`src/rtl/tama_pkg.sv`:
```
// tama_pkg: command byte constants shared by the UART command front-end and
// the stats block, plus helpers to case-fold a received byte and to test it
// against the pet command set.
package tama_pkg;

  localparam logic [7:0] CMD_NONE  = 8'h00;
  localparam logic [7:0] CMD_EAT   = 8'h65;  // 'e'
  localparam logic [7:0] CMD_PLAY  = 8'h70;  // 'p'
  localparam logic [7:0] CMD_BATH  = 8'h62;  // 'b'
  localparam logic [7:0] CMD_SLEEP = 8'h73;  // 's'
  localparam logic [7:0] CMD_TALK  = 8'h74;  // 't'
  localparam logic [7:0] CMD_WAKE  = 8'h77;  // 'w'

  // Uppercase ASCII letters map onto lowercase; every other byte is untouched.
  function automatic logic [7:0] fold_case(input logic [7:0] b);
    logic [7:0] r;
    if ((b >= 8'h41) && (b <= 8'h5A)) begin
      r = b | 8'h20;
    end else begin
      r = b;
    end
    return r;
  endfunction

  // True for the six pet commands (expects an already folded byte).
  function automatic logic is_cmd(input logic [7:0] b);
    logic r;
    case (b)
      CMD_EAT, CMD_PLAY, CMD_BATH, CMD_SLEEP, CMD_TALK, CMD_WAKE: r = 1'b1;
      default: r = 1'b0;
    endcase
    return r;
  endfunction

endpackage

```
`src/rtl/uart_rx_core.sv`:
```
// uart_rx_core: 2-flop synchronizer plus 8N1 receive FSM.
// Ports:
//   clk, reset (async active-low), rx (raw UART line, idle high)
//   data_o      - shift register contents; a complete byte while strobe_o is high
//   strobe_o    - high in the stop-bit sample cycle when the stop bit is high
//   frame_err_o - high in the stop-bit sample cycle when the stop bit is low
// strobe_o/frame_err_o are decoded from registered state; the top level
// registers them together with its command logic.
module uart_rx_core
  import tama_pkg::*;
#(
  parameter int CPB = 234
) (
  input  logic       clk,
  input  logic       reset,
  input  logic       rx,
  output logic [7:0] data_o,
  output logic       strobe_o,
  output logic       frame_err_o
);

  localparam int CW = $clog2(CPB + 1);
  localparam logic [CW-1:0] HALF_LOAD = CW'(CPB / 2);
  localparam logic [CW-1:0] FULL_LOAD = CW'(CPB);

  localparam logic [2:0] S_IDLE      = 3'd0;
  localparam logic [2:0] S_START     = 3'd1;
  localparam logic [2:0] S_DATA      = 3'd2;
  localparam logic [2:0] S_STOP      = 3'd3;
  localparam logic [2:0] S_WAIT_HIGH = 3'd4;

  logic          sync1_q, sync2_q;
  logic [2:0]    state_q, state_d;
  logic [CW-1:0] cnt_q, cnt_d;
  logic [7:0]    shift_q, shift_d;
  logic [2:0]    bit_q, bit_d;
  logic          rxs_s, expire_s, strobe_s, ferr_s;

  assign rxs_s = sync2_q;
  // A load of N expires on the N-th cycle, so a load of CPB spaces samples CPB apart.
  assign expire_s = (cnt_q == CW'(1'b1));

  // Synchronizer and receive FSM state registers.
  always_ff @(posedge clk or negedge reset) begin
    if (!reset) begin
      sync1_q <= 1'b1;
      sync2_q <= 1'b1;
      state_q <= S_IDLE;
      cnt_q   <= '0;
      shift_q <= 8'h00;
      bit_q   <= 3'd0;
    end else begin
      sync1_q <= rx;
      sync2_q <= sync1_q;
      state_q <= state_d;
      cnt_q   <= cnt_d;
      shift_q <= shift_d;
      bit_q   <= bit_d;
    end
  end

  // Receive FSM next-state and sample logic.
  always_comb begin
    state_d  = state_q;
    cnt_d    = cnt_q;
    shift_d  = shift_q;
    bit_d    = bit_q;
    strobe_s = 1'b0;
    ferr_s   = 1'b0;
    case (state_q)
      S_IDLE: begin
        if (!rxs_s) begin
          state_d = S_START;
          cnt_d   = HALF_LOAD;
        end else begin
          state_d = S_IDLE;
        end
      end
      S_START: begin
        if (expire_s) begin
          if (rxs_s) begin
            state_d = S_IDLE;  // glitch, not a start bit
          end else begin
            state_d = S_DATA;
            cnt_d   = FULL_LOAD;
            bit_d   = 3'd0;
          end
        end else begin
          cnt_d = cnt_q - CW'(1'b1);
        end
      end
      S_DATA: begin
        if (expire_s) begin
          shift_d = {rxs_s, shift_q[7:1]};  // LSB first
          cnt_d   = FULL_LOAD;
          if (bit_q == 3'd7) begin
            state_d = S_STOP;
          end else begin
            bit_d = bit_q + 3'd1;
          end
        end else begin
          cnt_d = cnt_q - CW'(1'b1);
        end
      end
      S_STOP: begin
        if (expire_s) begin
          if (rxs_s) begin
            strobe_s = 1'b1;
            state_d  = S_IDLE;
          end else begin
            ferr_s  = 1'b1;
            state_d = S_WAIT_HIGH;
          end
        end else begin
          cnt_d = cnt_q - CW'(1'b1);
        end
      end
      S_WAIT_HIGH: begin
        // A held-low line (break) must return high before a new frame can start.
        if (rxs_s) begin
          state_d = S_IDLE;
        end else begin
          state_d = S_WAIT_HIGH;
        end
      end
      default: begin
        state_d = S_IDLE;
      end
    endcase
  end

  assign data_o      = shift_q;
  assign strobe_o    = strobe_s;
  assign frame_err_o = ferr_s;

endmodule

```
`src/rtl/uart_cmd_rx.sv`:
```
// uart_cmd_rx: UART command front-end for the tamagotchi core.
// Ports:
//   clk, reset (async active-low), rx (UART line)
//   cmd       - folded command byte held HOLD_CYCLES, then 0x00 for >= GAP_CYCLES
//   rx_byte   - last correctly framed byte (unfiltered)
//   rx_strobe - one-cycle pulse when rx_byte updates
//   frame_err - one-cycle pulse on a low stop bit
//   overrun   - one-cycle pulse when a pending command is replaced
module uart_cmd_rx
  import tama_pkg::*;
#(
  parameter int CLK_HZ      = 27000000,
  parameter int BAUD        = 115200,
  parameter int HOLD_CYCLES = 1024,
  parameter int GAP_CYCLES  = 64
) (
  input  logic       clk,
  input  logic       reset,
  input  logic       rx,
  output logic [7:0] cmd,
  output logic [7:0] rx_byte,
  output logic       rx_strobe,
  output logic       frame_err,
  output logic       overrun
);

  localparam int CPB  = CLK_HZ / BAUD;
  localparam int TMAX = (HOLD_CYCLES > GAP_CYCLES) ? HOLD_CYCLES : GAP_CYCLES;
  localparam int TW   = $clog2(TMAX + 1);

  localparam logic [1:0] O_IDLE = 2'd0;
  localparam logic [1:0] O_HOLD = 2'd1;
  localparam logic [1:0] O_GAP  = 2'd2;

  logic [7:0]    core_data_s, folded_s;
  logic          core_strobe_s, core_ferr_s, new_valid_s, t_expire_s;
  logic [1:0]    ostate_q, ostate_d;
  logic [TW-1:0] tcnt_q, tcnt_d;
  logic [7:0]    cmd_q, cmd_d, rx_byte_q, rx_byte_d, pend_q, pend_d;
  logic          pend_v_q, pend_v_d;
  logic          rx_strobe_q, rx_strobe_d, frame_err_q, frame_err_d, overrun_q, overrun_d;

  uart_rx_core #(.CPB(CPB)) u_core (
    .clk        (clk),
    .reset      (reset),
    .rx         (rx),
    .data_o     (core_data_s),
    .strobe_o   (core_strobe_s),
    .frame_err_o(core_ferr_s)
  );

  assign folded_s    = fold_case(core_data_s);
  assign new_valid_s = core_strobe_s && is_cmd(folded_s);
  assign t_expire_s  = (tcnt_q == TW'(1'b1));

  // Output FSM, pending slot and registered outputs.
  always_ff @(posedge clk or negedge reset) begin
    if (!reset) begin
      ostate_q    <= O_IDLE;
      tcnt_q      <= '0;
      cmd_q       <= CMD_NONE;
      rx_byte_q   <= 8'h00;
      pend_q      <= CMD_NONE;
      pend_v_q    <= 1'b0;
      rx_strobe_q <= 1'b0;
      frame_err_q <= 1'b0;
      overrun_q   <= 1'b0;
    end else begin
      ostate_q    <= ostate_d;
      tcnt_q      <= tcnt_d;
      cmd_q       <= cmd_d;
      rx_byte_q   <= rx_byte_d;
      pend_q      <= pend_d;
      pend_v_q    <= pend_v_d;
      rx_strobe_q <= rx_strobe_d;
      frame_err_q <= frame_err_d;
      overrun_q   <= overrun_d;
    end
  end

  // Command filter, hold/gap sequencing and one-deep pending slot.
  always_comb begin
    ostate_d    = ostate_q;
    tcnt_d      = tcnt_q;
    cmd_d       = cmd_q;
    pend_d      = pend_q;
    pend_v_d    = pend_v_q;
    overrun_d   = 1'b0;
    rx_strobe_d = core_strobe_s;
    frame_err_d = core_ferr_s;
    if (core_strobe_s) begin
      rx_byte_d = core_data_s;
    end else begin
      rx_byte_d = rx_byte_q;
    end
    case (ostate_q)
      O_IDLE: begin
        // A fresh byte beats a pending one; either way the slot empties.
        if (new_valid_s) begin
          cmd_d    = folded_s;
          tcnt_d   = TW'(HOLD_CYCLES);
          ostate_d = O_HOLD;
          pend_v_d = 1'b0;
        end else if (pend_v_q) begin
          cmd_d    = pend_q;
          tcnt_d   = TW'(HOLD_CYCLES);
          ostate_d = O_HOLD;
          pend_v_d = 1'b0;
        end else begin
          ostate_d = O_IDLE;
        end
      end
      O_HOLD: begin
        if (t_expire_s) begin
          cmd_d    = CMD_NONE;
          tcnt_d   = TW'(GAP_CYCLES);
          ostate_d = O_GAP;
        end else begin
          tcnt_d = tcnt_q - TW'(1'b1);
        end
      end
      O_GAP: begin
        if (t_expire_s) begin
          ostate_d = O_IDLE;
        end else begin
          tcnt_d = tcnt_q - TW'(1'b1);
        end
      end
      default: begin
        ostate_d = O_IDLE;
        cmd_d    = CMD_NONE;
      end
    endcase
    if (((ostate_q == O_HOLD) || (ostate_q == O_GAP)) && new_valid_s) begin
      pend_d    = folded_s;
      pend_v_d  = 1'b1;
      overrun_d = pend_v_q;
    end else begin
      overrun_d = 1'b0;
    end
  end

  assign cmd       = cmd_q;
  assign rx_byte   = rx_byte_q;
  assign rx_strobe = rx_strobe_q;
  assign frame_err = frame_err_q;
  assign overrun   = overrun_q;

endmodule

```
`config.mk`:
```
export PLATFORM = sky130hd
export DESIGN_NAME = uart_cmd_rx
export DESIGN_NICKNAME = d
export VERILOG_FILES = /design/src/rtl/tama_pkg.sv /design/src/rtl/uart_rx_core.sv /design/src/rtl/uart_cmd_rx.sv
export SDC_FILE = /design/constraint.sdc
export NUM_CORES = 1
export LEC_CHECK = 0
export ABC_AREA = 1
export CORE_MARGIN = 2
export CORE_UTILIZATION = 51
export DETAILED_ROUTE_END_ITERATION = 12
export PLACE_DENSITY_LB_ADDON = 0.15
export SLEW_MARGIN = 10
export SYNTH_ARGS = -nofsm -noshare
export SYNTH_HDL_FRONTEND = slang
export SYNTH_SLANG_ARGS = --single-unit
```
`constraint.sdc`:
```
create_clock -name clk -period 1.5 [get_ports clk]
set_input_delay 0.3 -clock clk [delete_from_list [all_inputs] [get_ports clk]]
set_output_delay 0.3 -clock clk [all_outputs]
set_load 0.05 [all_outputs]
```
### After elaboration in Yosys (flattened, before gate mapping)

Index checks and enable logic that the tools add are counted.

| storage, ports and cells | value |
|---|---|
| register bits | 65 |
| logic and storage cells | 111 |
| input bits | 3 |
| output and inout port bits | 19 |

| operators by class | value |
|---|---|
| order comparisons | 2 |
| add/subtract/negate cells | 3 |
| equal/unequal tests | 28 |
| muxes and demuxes | 44 |
| reduce and logical (&&, ||, !) cells | 18 |
| bitwise gates (word level) | 1 |

Operators by type and width:

| cell | number |
|---|---|
| 8-bit two-way mux | 8 |
| 8-bit by 7-bit equality test with 1-bit output, second input constant | 6 |
| 11-bit two-way mux | 4 |
| 11-bit case mux with 3 select lines | 1 |
| 8-bit case mux with 4 select lines | 1 |
| 3-bit two-way mux | 9 |
| 8-bit case mux with 3 select lines | 1 |
| 3-bit case mux with 5 select lines | 1 |
| 2-bit != test, second input constant | 7 |
| 1-bit two-way mux | 13 |
| 11-bit by 1-bit equality test with 1-bit output, second input constant | 1 |
| 11-bit by 1-bit subtractor with 11-bit output, second input constant | 1 |
| 8-bit by 1-bit equality test with 1-bit output, second input constant | 1 |
| 8-bit by 7-bit greater-or-equal comparator with 1-bit output, second input constant | 1 |
| 8-bit by 7-bit less-or-equal comparator with 1-bit output, second input constant | 1 |
| 2-bit by 1-bit != test with 1-bit output, second input constant | 4 |
| 4-bit AND reduction | 2 |
| 8-bit by 1-bit subtractor with 8-bit output, second input constant | 1 |
| 3-bit by 2-bit equality test with 1-bit output, second input constant | 2 |
| 3-bit equality test, second input constant | 2 |
| 2-bit two-way mux | 3 |
| 6-bit two-way mux | 1 |
| 3-bit != test, second input constant | 2 |
| 2-bit case mux with 3 select lines | 1 |
| other kinds (17) | 22 |

### Logic depth before layout (Yosys ltp)

| depth | value |
|---|---|
| word-level depth | 9 |
| depth in mapped cells | 13 |
| gate-level depth less buffers | 12 |

### By module

Synthesis repeated with hierarchy kept, for this count alone.

| second synthesis, totals | value |
|---|---|
| cells, all modules | 452 |
| area, all modules | 3572.2 um2 |

Modules (own cells, without submodules):

| module | seq. area each (um2) | instances | cells each | area each (um2) |
|---|---|---|---|---|
| uart_cmd_rx | 1026.0 | 1 | 271 | 2192.1 |
| uart_rx_core | 603.1 | 1 | 181 | 1380.1 |

### Worst setup path before layout

No wires, ideal clock.

| timing | value |
|---|---|
| path type | register to register |
| start point | register u_core.cnt_q[1] |
| end point | register cmd_q[5], in the netlist cmd[5] |
| path slack | -0.096 ns |
| required time | 1.381 ns |
| cell stages (with the launch flop) | 13 |
| setup time | 0.119 ns |
| path buffers | 1 |
| arrival time | 1.477 ns |
| period minus slack after synthesis | 1.596 ns |
| cells stage by stage | dfrtp_1 inv_1 ha_1 inv_1 nor2_4 nand3_4 nor2_8 nand2_4 nand3_4 nand2_4 buf_6 nand2_2 o21ai_2 |

| on the way | value |
|---|---|
| cells in the longest elaborated chain, start to end | 6 |
| elaborated cells on any way between the ends | 8 |
| those cells by class | 2 x eq/ne; 4 x mux; 2 x reduce/logical |

RTL lines:

| what | line | source |
|---|---|---|
| start, declared | uart_rx_core.sv:34 | `logic [CW-1:0] cnt_q, cnt_d;` |
| start signal, assigned | uart_rx_core.sv:56 | `cnt_q <= cnt_d;` |
| 8-bit by 1-bit equality test with 1-bit output * | uart_rx_core.sv:41 | `assign expire_s = (cnt_q == CW'(1'b1));` |
| 1-bit two-way mux * | uart_rx_core.sv:106 | `if (expire_s) begin` |
| 1-bit two-way mux * | uart_rx_core.sv:70 | `case (state_q)` |
| named net core_strobe_s | uart_cmd_rx.sv:36 | `logic core_strobe_s, core_ferr_s, new_valid_s, t_expire_s;` |
| 1-bit logical AND * | uart_cmd_rx.sv:53 | `assign new_valid_s = core_strobe_s && is_cmd(folded_s);` |
| 3-bit != test (no line) or 8-bit two-way mux (tied branches) | n/a |  |
| 3-bit AND reduction (no line) or 8-bit case mux with 3 select lines (tied branches) | n/a |  |
| end signal, assigned | uart_cmd_rx.sv:71 | `cmd_q <= cmd_d;` |
| end, declared | uart_cmd_rx.sv:39 | `logic [7:0] cmd_q, cmd_d, rx_byte_q, rx_byte_d, pend_q, pend_d;` |

The timed path passes the listed nets; every way through them passes the cells marked *.
A chain may end at the register's enable or synchronous reset.

### Worst setup path after layout

| timing | value |
|---|---|
| start point | register u_core.cnt_q[1] |
| end point | register tcnt_q[2] |

| on the way | value |
|---|---|
| cells in the longest elaborated chain, start to end | 6 |
| elaborated cells on any way between the ends | 8 |
| those cells by class | 2 x eq/ne; 4 x mux; 2 x reduce/logical |

RTL lines:

| what | line | source |
|---|---|---|
| 8-bit by 1-bit equality test with 1-bit output * | uart_rx_core.sv:41 |  |
| 1-bit two-way mux * | uart_rx_core.sv:106 |  |
| 1-bit two-way mux * | uart_rx_core.sv:70 |  |
| named net core_strobe_s | uart_cmd_rx.sv:36 |  |
| 1-bit logical AND * | uart_cmd_rx.sv:53 |  |
| 3-bit != test (no line) or 11-bit two-way mux (tied branches) | n/a |  |
| 3-bit AND reduction (no line) or 11-bit case mux with 3 select lines (tied branches) | n/a |  |
| end signal, assigned | uart_cmd_rx.sv:70 | `tcnt_q <= tcnt_d;` |
| end, declared | uart_cmd_rx.sv:38 | `logic [TW-1:0] tcnt_q, tcnt_d;` |

Marked as above.

==> results.tsv <==
stage	metric	value	unit
status	outcome	complete, but fails checks	
status	violations	setup timing	
drt	via_count	3233	
cells_and_area	layout_commonest_cell	nand2_1	
cells_and_area	post-route-util	83.44	%
place	routabilityCongestion	0.8536	
clocking	clockBufferDepth	2	
sta	tightestPinTransition	438.5	ps
synth	ys_seq_elements	65	
power	irDropWorstVdd	0.7212	mV
clocking	cts_tree	built	
power	p_total	3.397	mW
die	fp-row-count	29	
die	die_h	86.21	microns
global_route	grtUsageTotal	23.45	%
die	die_area	7432	sq um
die	fp.dieW	86.21	microns
clocking	root_buffer	clkbuf_8	
cells_and_area	insertedDiodeCount	0	
hold_path	hold_path.class	in -> reg	
synth	syn_area_per_cell	8.266	sq um
power	p_int	2.552	mW
sta	setup_viol	58	
cells_and_area	layout-drive-gt1-share	50.75	%
critical_path	crit_type	reg -> reg	
place	dp_worst_setup_slack	-175.0	ps
sta	skew	12.44	ps
cells_and_area	fin_nets	539	
sta	rsz0062_at_grt	yes	
sta	fin_crit	1731	ps
synth	synth_cells	417	
sta	min_period_over_period	115.4	%
power	swShare	24.88	%
clocking	clkLatencyLatePin	370	ps
drt	routedWlPerCell	16.33	microns
flow_run	cap_violations	0	
drt	drc_errors	0	
power	p_clk_share	46.5	%
synth	synth_area	3447	sq um
synth	synth_fp_nets	429	
clocking	cts_num_sinks	65	
drt	dr.pass1.iters	4	
synth	ys_seq_area_share	47.26	%
drt	first_iter_violations	148	
critical_path	r2r_slack	-230	ps
critical_path	cp_data_required_time	1760	ps
place	dp_hpwl	5.053	mm
power	power_density	630.3	nW/um^2
critical_path	startpoint_type	flip-flop	
power	p_leak	2.522	nW
synth	yosys_warnings	0	
die	start_util	53.37	%
critical_path	critPathArrivalTime	1990	ps
power	power_frac_comb	1.8	%
power	power.switching	0.8451	mW
sta	final_critical_path_setup_slack	-231.4	ps
cells_and_area	nFillCells	327	
place	io_buffers	21	
cells_and_area	multi_input_area	2079	sq um
sta	slew_headroom	70.73	%
drt	wirelength	9.945	mm
cells_and_area	final_cell_mix	73 x nand2_1, 60 x dfrtp_1, 59 x buf_4	
global_route	grt_pass1_vias	2968	
global_route	antenna_found_initial	0	
synth	synth.distinct_cells	32	
die	core	6459	sq um
clocking	numCtsBuffers	9	
sta	setup_tns	-8347	ps
global_route	grt_start_max_net_pins	66	
cells_and_area	synthToLayoutAreaGrowth	56.33	%
cells_and_area	regArea	1633	sq um
critical_path	critPathMaxFanout	5	
sta	maxSlewViolCount	0	
sta	max_freq	577.6	MHz
global_route	grt_pass1_wl	13.43	mm
die	pin_count	22	
global_route	grt.overflow.total	0	
power	sequentialPowerShare	51.7	%
clocking	clkTransAtPathRegs	80	ps
clocking	cts.htree.levels	3	
drt	drt.antenna.violating_nets	0	
drt	via_per_inst	5.309	
sta	final_hold_viol_count	0	
critical_path	endpoint_kind	flip-flop	
cell type report:
type,count,share of cell area [%]
repair inverters,1,0.1393
well taps,77,1.788
flip-flops and latches,65,30.30
clock inverters,7,1.463
inverters,60,4.388
clock buffers,9,2.299
multi-input cells,289,38.59
repair buffers,101,21.04
power by group through the flow:
stage | registers, mW | clock network (mW) | logic (mW)
floorplan | 1.79 | 0 | 0.00553
global placement | 1.79 | 0 | 0.0539
detailed placement | 1.79 | 0 | 0.0549
CTS | 1.76 | 1.58 | 0.0572
global route | 1.76 | 1.65 | 0.0692
finish | 1.76 | 1.58 | 0.0606
timing repair:
action	in CTS	in global routing
endpoints found under the hold margin	63	0
resized for setup	37	147
setup endpoints to repair	59	60
setup buffers	4	13
hold buffers	1	0
cloned	2	6
pin swaps	14	30
cells in the mapped netlist (all sizes together):
| cell type | instances | share of area [%] |
|---|---|---|
| o2111ai | 1 | 0.25 |
| dfrtp | 63 | 46 |
| nand3 | 19 | 3.8 |
| or2 | 2 | 0.36 |
| xnor2 | 1 | 0.25 |
| dfstp | 2 | 1.5 |
| buf | 8 | 1.9 |
| a21oi | 4 | 0.58 |
| o21ai | 55 | 9.7 |
| inv | 60 | 6.5 |
| clkbuf | 1 | 0.11 |
| nor3 | 4 | 0.87 |
| a22oi | 1 | 0.22 |
| o21a | 4 | 0.87 |
| nor2 | 44 | 6.0 |
| ha | 9 | 3.3 |
| nand2 | 128 | 15 |
| nand4 | 1 | 0.18 |
| xor2 | 10 | 2.5 |
layer usage:
metal  track usage (%)  vias to the layer above  part of all wire, %
li1                  -                     1528                    -
met1             28.88                     1565                   39
met2             39.04                      104                   52
met3             4.667                       36                  4.0
met4             12.50                        0                  4.3
met5                 0                        -                    0
registers in the layout (all words and copies together), names as in the netlist:
signal	count
cmd	8
rx_strobe	1
pend_v_q	1
tcnt_q	11
ostate_q	2
rx_byte	8
overrun	1
u_core.bit_q	3
u_core.cnt_q	8
u_core.state_q	3
frame_err	1
u_core.sync1_q	1
u_core.data_o	8
pend_q	8
u_core.rxs_s	1
final timing paths:
check / to / cells past startpoint / startpoint
max reg2reg: tcnt_q[2] / 12 / u_core.cnt_q[1]
max in group asynchronous: u_core.sync1_q / 3 / reset
min: u_core.sync1_q / 1 / rx
min reg2reg: u_core.rxs_s / 0 / u_core.sync1_q
min in group asynchronous: cmd[3] / 3 / reset
max: tcnt_q[2] / 12 / u_core.cnt_q[1]
stage by stage:
| stage | hold WS, ps | cell area [sq um] | std cells |
|---|---|---|---|
| final | 345.6 | 5389 | 609 |
| after global routing | 356.3 | 5389 | 609 |
| after CTS | 344.3 | 4738 | 590 |
| after detailed placement | 343.2 | 4380 | 567 |
| after global placement | 341.8 | 4380 | 567 |
| after floorplan | 4.409 | 3498 | 417 |
worst max-delay path, stage by stage (launching register included):
cell     delay [ps]
dfrtp_1         410
inv_2            80
ha_4            150
inv_2            50
nor2_4          110
nand3_4         120
nor2_8          150
nand2_4          90
nand3_4         140
buf_12          160
nand2_8          70
nand2_2          60
o21ai_2          50
cells by family (layout without fill, tap and decap cells):
group                    after synthesis  in the layout  share of synthesized area (%)
buffers and inverters                 69            178                          8.530
flip-flops                            65             65                          47.26
AO/OA/AOI/OAI                         65             66                          11.65
XOR/XNOR                              11             11                          2.795
AND/OR/NAND/NOR                      198            203                          26.50
adder cells (fa/ha/maj)                9              9                          3.267
Note: power is estimated with default switching activity, not from simulation.
